File: config.mk
export PLATFORM = sky130hd
export DESIGN_NAME = hh_membrane_update_flat
export DESIGN_NICKNAME = d
export VERILOG_FILES = /design/src/rtl/hh_membrane_update_if.sv /design/src/rtl/hh_membrane_update.sv /design/src/flat_wrapper.sv
export SDC_FILE = /design/constraint.sdc
export NUM_CORES = 2
export LEC_CHECK = 0
export CAP_MARGIN = 5
export CELL_PAD_IN_SITES_DETAIL_PLACEMENT = 1
export CELL_PAD_IN_SITES_GLOBAL_PLACEMENT = 2
export CORE_MARGIN = 2
export CORE_UTILIZATION = 42
export DETAILED_ROUTE_END_ITERATION = 12
export PLACE_DENSITY = 0.8
export SYNTH_ARGS = -nofsm -noshare
export SYNTH_HDL_FRONTEND = slang
export SYNTH_SLANG_ARGS = --single-unit
File: constraint.sdc
create_clock -name clk -period 10.4 [get_ports clk]
set_clock_uncertainty 0.05 [all_clocks]
set_input_delay 3.12 -clock clk [delete_from_list [all_inputs] [get_ports clk]]
set_output_delay 3.12 -clock clk [all_outputs]
set_load 0.005 [all_outputs]
File: src/rtl/hh_membrane_update_if.sv
// rtl/hh_membrane_update_if.sv - operand/result handshake bundle for the Hodgkin-Huxley membrane update
//
// Signals:
//   in_valid / in_ready    operand handshake (master -> slave / slave -> master)
//   v, i_ext               membrane potential and injected current, signed Q8.8
//   m, h, n                gating variables, unsigned Q1.15 (0x8000 = 1.0)
//   out_valid / out_ready  result handshake (slave -> master / master -> slave)
//   v_next                 updated potential, signed Q8.8
//   spike                  upward threshold crossing, qualified by out_valid
interface hh_membrane_update_if;
    logic               in_valid;
    logic               in_ready;
    logic signed [15:0] v;
    logic signed [15:0] i_ext;
    logic        [15:0] m;
    logic        [15:0] h;
    logic        [15:0] n;
    logic               out_valid;
    logic               out_ready;
    logic signed [15:0] v_next;
    logic               spike;

    modport master (
        output in_valid, v, i_ext, m, h, n, out_ready,
        input  in_ready, out_valid, v_next, spike
    );

    modport slave (
        input  in_valid, v, i_ext, m, h, n, out_ready,
        output in_ready, out_valid, v_next, spike
    );
endinterface

File: src/rtl/hh_membrane_update.sv
// rtl/hh_membrane_update.sv - one forward-Euler step of the Hodgkin-Huxley membrane equation
//
// Ports:
//   clk    rising-edge clock
//   rst_n  asynchronous active-low reset
//   bus    hh_membrane_update_if.slave: operand handshake (v, i_ext, m, h, n),
//          result handshake (v_next, spike)
//
// A single shared multiplier is stepped through a fixed sequence of states,
// one product per state, giving a constant 12-cycle accept-to-valid latency.
module hh_membrane_update #(
    parameter int G_NA     = 30720,
    parameter int G_K      = 9216,
    parameter int G_L      = 77,
    parameter int E_NA     = 12800,
    parameter int E_K      = -19712,
    parameter int E_L      = -13923,
    parameter int DT_SHIFT = 5,
    parameter int V_TH     = 0
) (
    input  logic                 clk,
    input  logic                 rst_n,
    hh_membrane_update_if.slave  bus
);

    localparam logic signed [32:0] G_NA33 = 33'(G_NA);
    localparam logic signed [32:0] G_K33  = 33'(G_K);
    localparam logic signed [32:0] G_L33  = 33'(G_L);
    localparam logic signed [16:0] E_NA17 = 17'(E_NA);
    localparam logic signed [16:0] E_K17  = 17'(E_K);
    localparam logic signed [16:0] E_L17  = 17'(E_L);
    localparam logic signed [15:0] V_TH16 = 16'(V_TH);

    typedef enum logic [3:0] {
        S_IDLE, S_M2, S_M3, S_M3H, S_GNA, S_INA, S_N2,
        S_N4, S_GK, S_IK, S_IL, S_SUM, S_DONE
    } state_t;

    state_t             state;
    logic signed [15:0] v_r;
    logic signed [15:0] i_ext_r;
    logic        [15:0] m_r;
    logic        [15:0] h_r;
    logic        [15:0] n_r;
    logic signed [31:0] p;       // m^3 then m^3*h
    logic signed [31:0] q;       // n^2 then n^4
    logic signed [31:0] g;       // scaled conductance for the channel in flight
    logic signed [31:0] i_na;
    logic signed [31:0] i_k;
    logic signed [31:0] i_l;
    logic signed [15:0] v_next_r;
    logic               spike_r;
    logic               out_valid_r;

    // Driving-force terms; 17 bits so v - E never wraps.
    logic signed [16:0] v17;
    logic signed [16:0] diff_na;
    logic signed [16:0] diff_k;
    logic signed [16:0] diff_l;

    assign v17     = {v_r[15], v_r};
    assign diff_na = v17 - E_NA17;
    assign diff_k  = v17 - E_K17;
    assign diff_l  = v17 - E_L17;

    // Shared multiplier: operands chosen by state, result shifted by 15 for
    // Q1.15 gate products and by 8 for conductance * voltage currents.
    logic signed [32:0] mul_a;
    logic signed [32:0] mul_b;
    logic               shift15;
    logic signed [65:0] prod;
    logic signed [65:0] prod_sh;
    logic signed [31:0] mul_res;
    logic               unused_prod_hi;

    always_comb begin
        mul_a   = '0;
        mul_b   = '0;
        shift15 = 1'b1;
        case (state)
            S_M2:  begin mul_a = {17'b0, m_r};  mul_b = {17'b0, m_r}; end
            S_M3:  begin mul_a = {p[31], p};    mul_b = {17'b0, m_r}; end
            S_M3H: begin mul_a = {p[31], p};    mul_b = {17'b0, h_r}; end
            S_GNA: begin mul_a = G_NA33;        mul_b = {p[31], p};   end
            S_INA: begin
                mul_a   = {g[31], g};
                mul_b   = {{16{diff_na[16]}}, diff_na};
                shift15 = 1'b0;
            end
            S_N2:  begin mul_a = {17'b0, n_r};  mul_b = {17'b0, n_r}; end
            S_N4:  begin mul_a = {q[31], q};    mul_b = {q[31], q};   end
            S_GK:  begin mul_a = G_K33;         mul_b = {q[31], q};   end
            S_IK:  begin
                mul_a   = {g[31], g};
                mul_b   = {{16{diff_k[16]}}, diff_k};
                shift15 = 1'b0;
            end
            S_IL:  begin
                mul_a   = G_L33;
                mul_b   = {{16{diff_l[16]}}, diff_l};
                shift15 = 1'b0;
            end
            default: ;
        endcase
    end

    assign prod           = mul_a * mul_b;
    assign prod_sh        = shift15 ? (prod >>> 15) : (prod >>> 8);
    assign mul_res        = prod_sh[31:0];
    assign unused_prod_hi = ^prod_sh[65:32];

    // Euler step: dv = (i_ext - i_na - i_k - i_l) * dt, then clamp to 16 bits.
    logic signed [31:0] acc;
    logic signed [31:0] acc_sh;
    logic signed [32:0] sum33;
    logic signed [15:0] v_sat;
    logic               spike_c;

    assign acc    = {{16{i_ext_r[15]}}, i_ext_r} - i_na - i_k - i_l;
    assign acc_sh = acc >>> DT_SHIFT;
    assign sum33  = {{17{v_r[15]}}, v_r} + {acc_sh[31], acc_sh};

    always_comb begin
        if (sum33 > 33'sd32767)
            v_sat = 16'sh7fff;
        else if (sum33 < -33'sd32768)
            v_sat = 16'sh8000;
        else
            v_sat = sum33[15:0];
    end

    assign spike_c = (v_r < V_TH16) && (v_sat >= V_TH16);

    always_ff @(posedge clk or negedge rst_n) begin
        if (!rst_n) begin
            state       <= S_IDLE;
            v_r         <= '0;
            i_ext_r     <= '0;
            m_r         <= '0;
            h_r         <= '0;
            n_r         <= '0;
            p           <= '0;
            q           <= '0;
            g           <= '0;
            i_na        <= '0;
            i_k         <= '0;
            i_l         <= '0;
            v_next_r    <= '0;
            spike_r     <= 1'b0;
            out_valid_r <= 1'b0;
        end else begin
            case (state)
                S_IDLE: begin
                    if (bus.in_valid) begin
                        v_r     <= bus.v;
                        i_ext_r <= bus.i_ext;
                        m_r     <= bus.m;
                        h_r     <= bus.h;
                        n_r     <= bus.n;
                        state   <= S_M2;
                    end
                end
                S_M2:  begin p    <= mul_res; state <= S_M3;  end
                S_M3:  begin p    <= mul_res; state <= S_M3H; end
                S_M3H: begin p    <= mul_res; state <= S_GNA; end
                S_GNA: begin g    <= mul_res; state <= S_INA; end
                S_INA: begin i_na <= mul_res; state <= S_N2;  end
                S_N2:  begin q    <= mul_res; state <= S_N4;  end
                S_N4:  begin q    <= mul_res; state <= S_GK;  end
                S_GK:  begin g    <= mul_res; state <= S_IK;  end
                S_IK:  begin i_k  <= mul_res; state <= S_IL;  end
                S_IL:  begin i_l  <= mul_res; state <= S_SUM; end
                S_SUM: begin
                    v_next_r <= v_sat;
                    spike_r  <= spike_c;
                    state    <= S_DONE;
                end
                S_DONE: begin
                    // First DONE cycle raises out_valid, which lands it on the
                    // 12th edge after acceptance; it then holds until taken.
                    if (!out_valid_r) begin
                        out_valid_r <= 1'b1;
                    end else if (bus.out_ready) begin
                        out_valid_r <= 1'b0;
                        state       <= S_IDLE;
                    end
                end
                default: state <= S_IDLE;
            endcase
        end
    end

    assign bus.in_ready  = (state == S_IDLE);
    assign bus.out_valid = out_valid_r;
    assign bus.v_next    = v_next_r;
    assign bus.spike     = spike_r;

endmodule

File: src/flat_wrapper.sv
// flat-port wrapper written by rule: the top's interface ports become plain ports
module hh_membrane_update_flat 
#(
    parameter int G_NA     = 30720,
    parameter int G_K      = 9216,
    parameter int G_L      = 77,
    parameter int E_NA     = 12800,
    parameter int E_K      = -19712,
    parameter int E_L      = -13923,
    parameter int DT_SHIFT = 5,
    parameter int V_TH     = 0
)
  (clk, rst_n, bus_in_valid, bus_v, bus_i_ext, bus_m, bus_h, bus_n, bus_out_ready, bus_in_ready, bus_out_valid, bus_v_next, bus_spike);
  hh_membrane_update_if bus_i ();
  input  logic clk;
  input  logic rst_n;
  input wire logic [$bits(bus_i.in_valid)-1:0] bus_in_valid;
  input wire logic [$bits(bus_i.v)-1:0] bus_v;
  input wire logic [$bits(bus_i.i_ext)-1:0] bus_i_ext;
  input wire logic [$bits(bus_i.m)-1:0] bus_m;
  input wire logic [$bits(bus_i.h)-1:0] bus_h;
  input wire logic [$bits(bus_i.n)-1:0] bus_n;
  input wire logic [$bits(bus_i.out_ready)-1:0] bus_out_ready;
  output wire logic [$bits(bus_i.in_ready)-1:0] bus_in_ready;
  output wire logic [$bits(bus_i.out_valid)-1:0] bus_out_valid;
  output wire logic [$bits(bus_i.v_next)-1:0] bus_v_next;
  output wire logic [$bits(bus_i.spike)-1:0] bus_spike;
  assign bus_i.in_valid = bus_in_valid;
  assign bus_i.v = bus_v;
  assign bus_i.i_ext = bus_i_ext;
  assign bus_i.m = bus_m;
  assign bus_i.h = bus_h;
  assign bus_i.n = bus_n;
  assign bus_i.out_ready = bus_out_ready;
  assign bus_in_ready = bus_i.in_ready;
  assign bus_out_valid = bus_i.out_valid;
  assign bus_v_next = bus_i.v_next;
  assign bus_spike = bus_i.spike;
  hh_membrane_update #(.G_NA(G_NA), .G_K(G_K), .G_L(G_L), .E_NA(E_NA), .E_K(E_K), .E_L(E_L), .DT_SHIFT(DT_SHIFT), .V_TH(V_TH)) u_core (.clk(clk), .rst_n(rst_n), .bus(bus_i));
endmodule
==> impl_metrics.ini <==
[status]
result_of_the_run = finished, final reports clean

[finish]
area_growth_syn_to_layout_pct = 10.74
drive_gt1_frac = 0.08720
fillCellCount = 12660
layout.nets = 6485
num_antenna_cells = 0
most_common_cell_after_layout_fill_and_taps_aside = sky130_fd_sc_hd__inv_1
most-common-layout-cells = 1034 x sky130_fd_sc_hd__inv_1, 922 x sky130_fd_sc_hd__nand2_1, 886 x sky130_fd_sc_hd__fa_1

[synth]
synth_edf_count = 0
asyncSetResetFlopFracSynth = 1.000
synth.cell_area_um2 = 46330
ys_types = 99
ys_seq_area_frac = 0.1588
synth.avg_cell_area_um2 = 8.931
synth_top_cells_by_area = sky130_fd_sc_hd__fa_1 38%, sky130_fd_sc_hd__dfrtp_1 16%, sky130_fd_sc_hd__inv_1 8.4%, sky130_fd_sc_hd__nand2_1 7.5%, sky130_fd_sc_hd__ha_1 6.5%
synth_seq_cells = 294
syn_nets = 6396
synthDominantCellAreaShare = 0.3829
synth_area_leader_cell = sky130_fd_sc_hd__fa_1
yosys_warnings = 0
synthesis.instances = 5187
synth_ff_type = sky130_fd_sc_hd__dfrtp_1

[place]
placement.io_buffers = 102
detailedPlacementHpwl_um = 138500
place_worst_setup_slack_ns = -0.02010
gp_routability_congestion = 0.9307

[floorplan]
io_count = 103
core_region_area_um2 = 109200
die_y_um = 336.1
initial_core_util = 0.4244
num_rows = 121
die_width_um = 336.1
die_area_um2 = 113000

[routing]
vias = 37140
wl_per_cell_um = 25.01
drt_wl_total_um = 169500
antenna_left = 0
drt_pass1_iterations = 7
drcViolationCount = 0
drtIter0Drc = 2813
routed_via_density = 5.482

[clock_tree]
cts_tree = built
h_tree_lvl_count = 1
clkSlewWorstSetupHoldPaths_ns = 0.07
tritoncts.num_buffers = 30
ctsHoldBuffers = 0
clock_tree.buffer_depth = 3
cts_num_sinks = 294
clk_latency_ns = 0.62
cts.root.buffer_cell = sky130_fd_sc_hd__clkbuf_16

[sta]
hold_viol = 0
worstMarginPinSlew_ns = 1.267
setup_slack_ns = 0.3000
rsz0062_at_grt = false
final_critical_delay_including_setup_and_external_delays_ns = 10.10
timing.slew.headroom = 0.1556
fin_crit_sh = 0.9712
max_clock_freq_mhz = 99.01
setup_viol_count_final = 0
final-max-slew-violation-count = 0

[critical_path]
reg2reg_slack_ns = 0.30
critical-path-max-stage-delay_ns = 0.81
setup.worst_path.start_class = flip-flop
worst_r2r_startpoint = u_core.state[2]
cp_slowest_cell = sky130_fd_sc_hd__nor4b_2
crit_path_end_kind = flip-flop
worst-r2r-cell-count = 31
path_common_cell = sky130_fd_sc_hd__fa_1
crit_fanout = 19
worstReg2RegEnd = u_core.i_k[26]
crit_required_ns = 10.78
criticalPathCategory = reg2reg
critical_path_arrival_ns = 10.48

[global_routing]
number_of_global_route_vias_before_repair = 40750
gr-usage-all-layers = 0.3078
wire_length_of_the_first_global_routing_pass_um = 259000
antenna_found_initial = 5
gr_ovfl_total = 0
pin_count_of_the_biggest_net_entering_global_routing = 119

[min_path]
worst_hold_path_cell_count = 2
timing.hold.worst.start = u_core.bus.spike
worstHoldPathType = reg2reg
worst_hold_path.endpoint = u_core.bus.spike

[flow_run]
cap_violations = 0
-- repair_timing --
action	in CTS	in global routing
endpoints found under the setup margin	9	51
buffers inserted	2	8
pin swaps	0	3
endpoints found under the hold margin	0	0
gates resized for setup	1	32
-- per-layer routing --
metal	part of all wire	global-route usage
met5	0.000077	0
met4	0.042	0.1050
met3	0.060	0.03939
met2	0.47	0.5103
met1	0.42	0.4169
-- flip-flops by register name (all words and copies together), names as in the netlist, 32 cells and up --
register / cells
u_core.g: 32
u_core.i_k: 32
u_core.i_l: 32
u_core.i_na: 32
u_core.p: 32
u_core.q: 32
-- worst max-delay path, delay by kind of cell, from the launching register on --
kind / cells / cell delay [ns]
xor+xnor: 1 / 0.26
buf+inv: 9 / 1.39
flops: 1 / 0.49
fa+ha+maj: 9 / 4.43
simple gates: 5 / 1.73
compound gates: 7 / 1.49
-- final cells by class --
type	count	area, um^2	share of cell area
clock buffers	36	793.3	0.01546
multi-input cells	3586	34200	0.6667
well taps	1476	1847	0.03600
flip-flops and latches	294	7362	0.1435
inverters	1035	3885	0.07573
repair buffers	329	2965	0.05780
clock inverters	18	247.7	0.004829
-- synthesized netlist by cell type (36+ instances only) --
cell type                  instances
sky130_fd_sc_hd__mux2_2           86
sky130_fd_sc_hd__nand2_1         928
sky130_fd_sc_hd__fa_1            886
sky130_fd_sc_hd__nor2_1          386
sky130_fd_sc_hd__ha_1            239
sky130_fd_sc_hd__inv_1          1035
sky130_fd_sc_hd__a21o_1           45
sky130_fd_sc_hd__a21oi_1         100
sky130_fd_sc_hd__clkbuf_1        231
sky130_fd_sc_hd__xnor2_1         106
sky130_fd_sc_hd__a22oi_1          36
sky130_fd_sc_hd__dfrtp_1         294
sky130_fd_sc_hd__o21ai_0         218
-- worst max-delay path by stage --
stage / from / endpoint / slack [ns] / cells after the start
2_1_floorplan: u_core.state[3] / u_core.p[15] / 1.11 / 33
6_report: u_core.state[2] / u_core.i_k[26] / 0.30 / 31
4_1_cts: u_core.state[1] / u_core.q[31] / 0.06 / 34
5_1_grt: u_core.state[2] / u_core.i_k[26] / 0.02 / 31
3_3_place_gp: u_core.v_r[1] / u_core.q[31] / 0.15 / 33
3_5_place_dp: u_core.v_r[1] / u_core.q[31] / -0.02 / 33
-- kinds of logic (layout without fill, tap and decap cells) --
kind of cell | Yosys count | count (layout) | synth area share
buffers and inverters | 1307 | 1418 | 0.1075
AOI/OAI and AO/OA | 646 | 646 | 0.09229
DFF | 294 | 294 | 0.1588
muxes | 93 | 93 | 0.02242
and+or+nand+nor | 1583 | 1583 | 0.1443
adders and majority gates | 1125 | 1125 | 0.4474
xor gates and xnor gates | 139 | 139 | 0.02733
-- metrics by stage --
step	cells	hold WS [ns]	utilization	setup TNS [ns]	instance area, um^2
after CTS	6766	0.4279	0.4683	0	51110
after global routing	6774	0.4543	0.4700	0	51300
after detailed placement	6710	0.4149	0.4586	-0.04433	50060
after global placement	6710	0.4113	0.4586	0	50060
final	6774	0.4224	0.4700	0	51300
after floorplan	5187	0.3994	-	0	46330
Power is not shown: default switching activity piles up to over one toggle a cycle in this logic, so the estimate is an artifact.
